--- src/rtl/spike_rate_decoder.sv ---
// spike_rate_decoder
//   Rate decoder at the output of the SNN. Counts spikes per output neuron over
//   a window of WINDOW enabled cycles and, at each window end, latches the
//   per-channel counts plus a winner class index for downstream readout.
//
// Ports
//   clk        in   rising-edge clock
//   reset      in   asynchronous active-low reset
//   enable     in   1 = window running, 0 = idle / abort current window
//   spikes     in   [N_CH]       one spike bit per channel per cycle
//   out_ready  in   consumer accepts result when out_valid & out_ready
//   out_valid  out  result registers hold an unconsumed window result
//   counts     out  [N_CH*CNT_W] latched counts, channel i at [i*CNT_W +: CNT_W]
//   winner     out  [IDX_W]      highest-count channel, lowest index on ties
//   tie        out  max count shared by more than one channel
//   silent     out  all counts zero in the reported window
//   overrun    out  sticky: a result was overwritten before being consumed

// Per-channel saturating accumulator. sum_o is the count including this
// cycle's spike; it is what gets latched on the window-end cycle.
module spike_rate_acc #(
  parameter int CNT_W = 5
) (
  input  logic             clk,
  input  logic             reset,
  input  logic             clr_i,
  input  logic             spike_i,
  output logic [CNT_W-1:0] sum_o
);
  logic [CNT_W-1:0] acc_q, acc_d;

  always_comb begin
    if (&acc_q) sum_o = acc_q;
    else        sum_o = acc_q + {{(CNT_W-1){1'b0}}, spike_i};
    acc_d = clr_i ? '0 : sum_o;
  end

  always_ff @(posedge clk or negedge reset) begin
    if (!reset) acc_q <= '0;
    else        acc_q <= acc_d;
  end
endmodule

module spike_rate_decoder #(
  parameter int N_CH   = 2,
  parameter int WINDOW = 16,
  parameter int CNT_W  = 5,
  parameter int IDX_W  = 1
) (
  input  logic                    clk,
  input  logic                    reset,
  input  logic                    enable,
  input  logic [N_CH-1:0]         spikes,
  input  logic                    out_ready,
  output logic                    out_valid,
  output logic [N_CH*CNT_W-1:0]   counts,
  output logic [IDX_W-1:0]        winner,
  output logic                    tie,
  output logic                    silent,
  output logic                    overrun
);
  localparam int WCNT_W = $clog2(WINDOW);

  typedef enum logic {IDLE, COUNT} state_e;

  state_e                         state_q, state_d;
  logic [WCNT_W-1:0]              wcnt_q, wcnt_d;
  logic [N_CH-1:0][CNT_W-1:0]     sum;
  logic                           win_end, acc_clr;

  logic [N_CH-1:0][CNT_W-1:0]     counts_q;
  logic [IDX_W-1:0]               winner_q, winner_d;
  logic                           tie_q, tie_d, silent_q, silent_d;
  logic                           valid_q, valid_d, overrun_q, overrun_d;
  logic [CNT_W-1:0]               max_v;
  logic                           seen;

  // The cycle in which enable is first sampled high already counts, so
  // accumulation is keyed off enable itself rather than the registered state.
  // wcnt is only nonzero while in COUNT, so the state term is just a guard.
  assign win_end = (state_q == COUNT) && enable && (wcnt_q == WCNT_W'(WINDOW-1));
  assign acc_clr = !enable || win_end;

  always_comb begin
    state_d = state_q;
    case (state_q)
      IDLE:    if (enable)  state_d = COUNT;
      COUNT:   if (!enable) state_d = IDLE;
      default: state_d = IDLE;
    endcase
  end

  always_comb begin
    if (acc_clr) wcnt_d = '0;
    else         wcnt_d = wcnt_q + WCNT_W'(1);
  end

  genvar g;
  generate
    for (g = 0; g < N_CH; g++) begin : g_ch
      spike_rate_acc #(.CNT_W(CNT_W)) u_acc (
        .clk     (clk),
        .reset   (reset),
        .clr_i   (acc_clr),
        .spike_i (spikes[g]),
        .sum_o   (sum[g])
      );
    end
  endgenerate

  // Winner/tie/silent from the same values that get latched into counts.
  // Strict '>' keeps the lowest index on equality.
  always_comb begin
    max_v    = sum[0];
    winner_d = '0;
    for (int i = 1; i < N_CH; i++) begin
      if (sum[i] > max_v) begin
        max_v    = sum[i];
        winner_d = IDX_W'(i);
      end
    end
    tie_d = 1'b0;
    seen  = 1'b0;
    for (int i = 0; i < N_CH; i++) begin
      if (sum[i] == max_v) begin
        if (seen) tie_d = 1'b1;
        seen = 1'b1;
      end
    end
    silent_d = (max_v == '0);
  end

  // A new result always wins; overrun only when the old one was neither
  // consumed earlier nor consumed in this same cycle.
  always_comb begin
    valid_d   = valid_q;
    overrun_d = overrun_q;
    if (win_end) begin
      valid_d = 1'b1;
      if (valid_q && !out_ready) overrun_d = 1'b1;
    end else if (valid_q && out_ready) begin
      valid_d = 1'b0;
    end
  end

  always_ff @(posedge clk or negedge reset) begin
    if (!reset) begin
      state_q   <= IDLE;
      wcnt_q    <= '0;
      counts_q  <= '0;
      winner_q  <= '0;
      tie_q     <= 1'b0;
      silent_q  <= 1'b0;
      valid_q   <= 1'b0;
      overrun_q <= 1'b0;
    end else begin
      state_q   <= state_d;
      wcnt_q    <= wcnt_d;
      valid_q   <= valid_d;
      overrun_q <= overrun_d;
      if (win_end) begin
        counts_q <= sum;
        winner_q <= winner_d;
        tie_q    <= tie_d;
        silent_q <= silent_d;
      end
    end
  end

  assign out_valid = valid_q;
  assign counts    = counts_q;
  assign winner    = winner_q;
  assign tie       = tie_q;
  assign silent    = silent_q;
  assign overrun   = overrun_q;
endmodule

--- config.mk ---
export PLATFORM = sky130hd
export DESIGN_NAME = spike_rate_decoder
export DESIGN_NICKNAME = d
export VERILOG_FILES = /design/src/rtl/spike_rate_decoder.sv
export SDC_FILE = /design/constraint.sdc
export NUM_CORES = 1
export LEC_CHECK = 0
export ABC_AREA = 1
export CAP_MARGIN = 20
export CORE_MARGIN = 3
export CORE_UTILIZATION = 54
export CTS_CLUSTER_DIAMETER = 40
export DETAILED_ROUTE_END_ITERATION = 16
export PLACE_DENSITY = 0.79
export SETUP_SLACK_MARGIN = 0.05
export SLEW_MARGIN = 20
export SYNTH_ARGS = -nofsm -noshare
export SYNTH_HDL_FRONTEND = slang
export SYNTH_SLANG_ARGS = --single-unit
--- constraint.sdc ---
create_clock -name clk -period 6.04 [get_ports clk]
set_clock_uncertainty 0.05 [all_clocks]
set_input_delay 0.604 -clock clk [delete_from_list [all_inputs] [get_ports clk]]
set_output_delay 0.604 -clock clk [all_outputs]
set_load 0.01 [all_outputs]
==> results.json, run 1 <==
{
  "outcome": "completed",
  "grt_max_degree": 31,
  "synthTopCellsByCount": "nand2_1, dfrtp_1, nor2_1",
  "fp.dieW_um": 59.3,
  "setup_violations": 0,
  "r2r_slack_ps": 3810,
  "grt_first_pass_wirelength_um": 5640,
  "crit_required_ps": 6220,
  "tightest_slew_ps": 637,
  "core_mm2": 0.00259,
  "fin_setup_tns_ps": 0,
  "finalCritPeriodShare_pct": 41.9,
  "min_path_type": "reg2reg",
  "cts-root-buf": "clkbuf_4",
  "wire_per_inst_um": 13.4,
  "cts.repair.resized": 0,
  "routed-via-count": 1352,
  "cp-endpoint": "silent",
  "htreeDepth": 2,
  "synthCells": 193,
  "path_max_fanout": 4,
  "p_int_uw": 324,
  "max-cap-violations": 0,
  "max_stage_delay_ps": 460,
  "syn_area_per_cell_um2": 7.96,
  "synthFlopType": "dfrtp_1",
  "synth_top_area_cell": "dfrtp_1",
  "gp_congestion": 0.884,
  "r2r-end": "silent",
  "via_per_inst": 5.45,
  "yosysMostFrequentCell": "nand2_1",
  "gr-total-overflow": 0,
  "ant_nets": 0,
  "start_util_pct": 59.3,
  "critPathArrivalTime_ps": 2710,
  "vdd_drop_max_uv": 242,
  "drt_iter0_markers": 120,
  "hold_violations": 0,
  "drc_errors": 0,
  "fmax_ghz": 0.395,
  "numPortBuffers": 20,
  "die_area_mm2": 0.00352,
  "total_power_uw": 431,
  "rsz0062_at_grt": "no",
  "routed_wl_um": 3310,
  "r2r-start": "g_ch[0].u_acc.acc_q[0]",
  "drt_pass1_iterations": 5,
  "seq_area_frac_synth_pct": 48.9,
  "switching_share_pct": 24.8,
  "cts_tree": "yes",
  "gr-usage-all-layers_pct": 21.6,
  "combPwrFrac_pct": 13.7,
  "cts_made_buffers": 5,
  "p_switching_uw": 107,
  "netlist_top_cells_area": "dfrtp_1, nand2_1, nor2_1",
  "reg2regPathDepth": 16,
  "holdBufCountCts": 0,
  "drive_above_1_share_pct": 8.72,
  "cpMostUsedCell": "nand2_1",
  "synth_edf_count": 0,
  "fp.dieH_um": 59.3,
  "end_kind": "flop",
  "postCtsSetupBuffers": 0,
  "areaGrowthSynthToFinish_pct": 20.5,
  "ys_async_sr_fraction_pct": 100,
  "finalMaxSlewViolations": 0,
  "holdPathStages": 1,
  "power_frac_seq_pct": 48.6,
  "pin_count": 21,
  "syn-cell-area_mm2": 0.00154,
  "crit_slowest_cell": "clkdlybuf4s50_1",
  "insertion_delay_ps": 330,
  "nets": 230,
  "yosysUniqueCellTypes": 22,
  "num_rows": 18,
  "synthesis.nets": 205,
  "clk_pin_slew_ps": 90,
  "crit_start": "spikes[0]",
  "grt_pass1_vias": 1330,
  "clockBufferDepth": 2,
  "startpoint_type": "primary input",
  "dp_hpwl_um": 2460,
  "ys_ff_latch": 30,
  "slew_headroom_pct": 57.3,
  "pwr_density_cell_mw_per_mm2": 232,
  "clkPwrFrac_pct": 37.6,
  "min_period_ps": 2530,
  "critPathKind": "in2reg",
  "yosys_warnings": 0,
  "synth_top_area_share_pct": 48.9,
  "p_leak_nw": 0.959,
  "worstPathCellList": "clkdlybuf4s50_1 -> ha_1 -> ha_1 -> nand3_1 -> nand2_1 -> nand2_1 -> nor2_2 -> nand2_1 -> nand2_1 -> nand3_1 -> nand2_1 -> inv_1 -> nand2_2 -> nand2_1 -> nand2_1 -> nand2_1 -> nand2_1 -> nand2_1",
  "clkSinkCount": 30,
  "antenna_found_initial": 0,
  "antenna_cells": 0
}
per-stage QoR:
| stage | area, um^2 | instances | hold slack (ps) | worst slack, ps | util (%) |
|---|---|---|---|---|---|
| floorplan | 1540 | 193 | 258 | 3900 | - |
| global placement | 1770 | 241 | 399 | 3270 | 68.4 |
| detailed placement | 1770 | 241 | 408 | 3220 | 68.4 |
| CTS | 1850 | 248 | 421 | 3550 | 71.5 |
| global route | 1850 | 248 | 451 | 3270 | 71.5 |
| finish | 1850 | 248 | 424 | 3510 | 71.5 |
cell usage in the layout (no fill, tap or decap), types with 2 or more instances in the layout:
cell / netlist / layout
clkdlybuf4s50_1: 0 / 20
nor2_1: 29 / 29
xor2_1: 2 / 2
nand4_1: 5 / 5
nor2_2: 5 / 5
nand2_1: 55 / 55
nand2_2: 3 / 3
ha_1: 6 / 6
nor2_4: 2 / 2
o21ai_0: 10 / 10
dfrtp_1: 30 / 30
inv_1: 18 / 18
nand3_1: 15 / 15
nor4_1: 2 / 2
clkbuf_4: 0 / 5
how the worst min path moves through the flow:
stage | from | end | slack [ps]
2_1_floorplan | reset | counts[0] | 260
3_3_place_gp | wcnt_q[0] | wcnt_q[0] | 400
3_5_place_dp | wcnt_q[0] | wcnt_q[0] | 410
4_1_cts | wcnt_q[0] | wcnt_q[0] | 420
5_1_grt | wcnt_q[0] | wcnt_q[0] | 450
6_report | wcnt_q[0] | wcnt_q[0] | 420
cell families after synthesis:
group	synth area share, %
buf+inv	5.37
fa+ha+maj	4.89
flops	48.9
xor+xnor	1.71
simple gates	33.4
compound gates	5.78
layer usage:
| layer | wire length, um | vias up | GRT usage [%] |
|---|---|---|---|
| li1 | - | 669 | - |
| met1 | 1400 | 628 | 24.1 |
| met2 | 1640 | 48 | 37.0 |
| met3 | 223 | 7 | 7.63 |
| met4 | 49 | 0 | 9.06 |
| met5 | 0 | - | 0 |
power by group through the flow:
stage               Combinational [mW]  Sequential [mW]  Clock [mW]
floorplan                       0.0400            0.212           0
global placement                0.0555            0.213           0
detailed placement              0.0586            0.213           0
CTS                             0.0588            0.209       0.166
global route                    0.0673            0.210       0.175
finish                          0.0592            0.209       0.162
flip-flops by register name, indices dropped and copies added (netlist names):
name / flops
counts: 10
g_ch.u_acc.acc_q: 10
out_valid: 1
overrun: 1
silent: 1
state_q: 1
tie: 1
wcnt_q: 4
winner: 1
worst max-delay path: cells and delay by family:
kind / cells / cell delay (ps)
adders and majority gates: 2 / 430
and+or+nand+nor: 14 / 1190
buffers and inverters: 2 / 510
area by class of cell:
cell class                 count  area, um^2
tap                           30        37.5
timing repair buffer          21         208
multi-input combinational    141         703
fill                         215         738
clock inverter                 1        30.0
sequential                    30         751
inverter                      19        71.3
clock buffer                   6        51.3
Note: power is estimated with default switching activity, not from simulation.
==> run 2, diff against run 1 <==
Settings changed: CORE_UTILIZATION 54 to 53, PLACE_DENSITY 0.79 to 0.78.
Clock period 6.04 ns to 2.35 ns, I/O delays scaled along.
==> run 2 against run 1 <==
Net effect:
- clock-buffer cell count did not move
- combinational power rose to 2.9 times the previous value
- utilization rose by 2.0 points
- sequential share of layout area fell by 1.4 points
- final cell count rose by 4.0%
- sequential power rose to 2.6 times the previous value
- clock power rose by 100%
- setup slack got worse by 3300 ps
- flip-flop and latch count did not move
- register-to-register slack got worse by 3600 ps
- cell area rose by 3.6%
- critical path type is now reg2reg
- critical endpoint unchanged
- largest power group unchanged
==> results.json, run 2 (synthesis gave the netlist of run 1 again) <==
{
  "outcome": "completed",
  "final_cell_mix": "nand2_1, dfrtp_1, nor2_1, clkdlybuf4s50_1, inv_1",
  "via_per_inst": 5.32,
  "core_mm2": 0.00261,
  "drt_pass1_iterations": 8,
  "vdd_drop_max_uv": 603,
  "gr-total-overflow": 0,
  "cts_tree": "yes",
  "setup_violations": 0,
  "fmax_ghz": 0.472,
  "rsz0062_at_grt": "no",
  "drc_errors": 0,
  "max-cap-violations": 0,
  "slew_headroom_pct": 67.9,
  "clockBufferDepth": 2,
  "wire_per_inst_um": 13.1,
  "finalCritPeriodShare_pct": 90.1,
  "layout_commonest_cell": "nand2_1",
  "crit_slowest_cell": "dfrtp_1",
  "end_kind": "flop",
  "routed-via-count": 1373,
  "fp.dieH_um": 59.8,
  "min_path_type": "in2async",
  "path_max_fanout": 4,
  "r2r_slack_ps": 230,
  "max_stage_delay_ps": 420,
  "die_area_mm2": 0.00358,
  "critPathKind": "reg2reg",
  "drive_above_1_share_pct": 14.0,
  "htreeDepth": 2,
  "worstPathCellList": "ha_1 -> ha_1 -> o21bai_2 -> nand2_1 -> nand2_1 -> nor2_4 -> nand4_1 -> nand2_2 -> nand2_1 -> nand2_1 -> nand2_1 -> nand2_1 -> nand2_1",
  "final_core_util_pct": 73.5,
  "areaGrowthSynthToFinish_pct": 24.9,
  "fp.dieW_um": 59.8,
  "gr-usage-all-layers_pct": 21.8,
  "ant_nets": 0,
  "insertion_delay_ps": 320,
  "startpoint_type": "flop",
  "critPathArrivalTime_ps": 2290,
  "grt_first_pass_wirelength_um": 5830,
  "nets": 239,
  "pwr_density_cell_mw_per_mm2": 539,
  "finalMaxSlewViolations": 0,
  "p_leak_nw": 0.989,
  "tightest_slew_ps": 480,
  "cts-root-buf": "clkbuf_4",
  "dp_hpwl_um": 2510,
  "grt_pass1_vias": 1406,
  "pin_count": 21,
  "hold_violations": 0,
  "numPortBuffers": 20,
  "start_util_pct": 58.8,
  "fin_setup_tns_ps": 0,
  "drt_iter0_markers": 80,
  "cpMostUsedCell": "nand2_1",
  "clkSinkCount": 30,
  "cts_made_buffers": 5,
  "grt_max_degree": 31,
  "holdBufCountCts": 0,
  "antenna_cells": 0,
  "gp_congestion": 0.959,
  "routed_wl_um": 3380,
  "antenna_found_initial": 0,
  "clk_pin_slew_ps": 100,
  "num_rows": 18,
  "crit_required_ps": 2530,
  "min_period_ps": 2120
}
## run 2: changes by cell type in the layout (fill, tap and decap cells not counted)
cell,before,now
clkinv_2,0,1
nor2_4,2,4
ha_2,0,1
ha_1,6,5
buf_4,1,10
nor2_1,29,27
bufinv_16,1,0
clkinvlp_4,0,1
## run 2: worst max-delay path, delay by kind of cell (launching register included)
kind                       cells  cell delay (ps)
and+or+nand+nor               10              830
adders and majority gates      2              500
DFF                            1              420
AOI/OAI and AO/OA              1              220
## run 2: path summary, 6_finish.rpt
kind | from | depth (start not counted) | to
min | reset | 2 | g_ch[0].u_acc.acc_q[1]
max | g_ch[0].u_acc.acc_q[0] | 13 | silent
min reg2reg | wcnt_q[0] | 1 | wcnt_q[0]
max in group asynchronous | reset | 2 | g_ch[1].u_acc.acc_q[1]
max reg2reg | g_ch[0].u_acc.acc_q[0] | 13 | silent
min in group clk | enable | 1 | state_q
## run 2: per-stage QoR
stage | worst slack, ps | instance area [um^2] | hold WS, ps | cells | total power [mW]
detailed placement | -41.0 | 1830 | 422 | 249 | 0.711
finish | 233 | 1920 | 233 | 258 | 1.03
floorplan | 458 | 1540 | -111 | 193 | 0.649
global route | 49.1 | 1920 | 274 | 258 | 1.09
global placement | 43.6 | 1830 | 400 | 249 | 0.702
CTS | 235 | 1890 | 252 | 257 | 1.04
## run 2: what timing repair did
item | in CTS | in global routing
resized for setup | 0 | 5
setup buffers | 0 | 1
setup endpoints to repair | 0 | 1
## run 2: per-layer routing
metal | GRT usage, % | up-vias | routed length [um]
met2 | 36.3 | 40 | 1650
met1 | 26.3 | 635 | 1510
met4 | 8.54 | 0 | 85
li1 | - | 682 | -
met3 | 6.48 | 16 | 146
met5 | 0 | - | 0
## run 2: power breakdown
| part | leakage, nW | total (mW) | switching (mW) | internal, mW |
|---|---|---|---|---|
| Sequential | 0.411 | 0.539 | 0.0110 | 0.528 |
| Clock | 0.0343 | 0.326 | 0.182 | 0.144 |
| Combinational | 0.543 | 0.170 | 0.0999 | 0.0701 |
| Total | 0.989 | 1.03 | 0.293 | 0.742 |
## run 2: final cells by class
type	count	area (um^2)
well taps	30	37.5
clock buffers	6	51.3
clock inverters	2	12.5
fillers	217	693
multi-input cells	141	721
inverters	19	71.3
repair buffers	30	275
flip-flops and latches	30	751
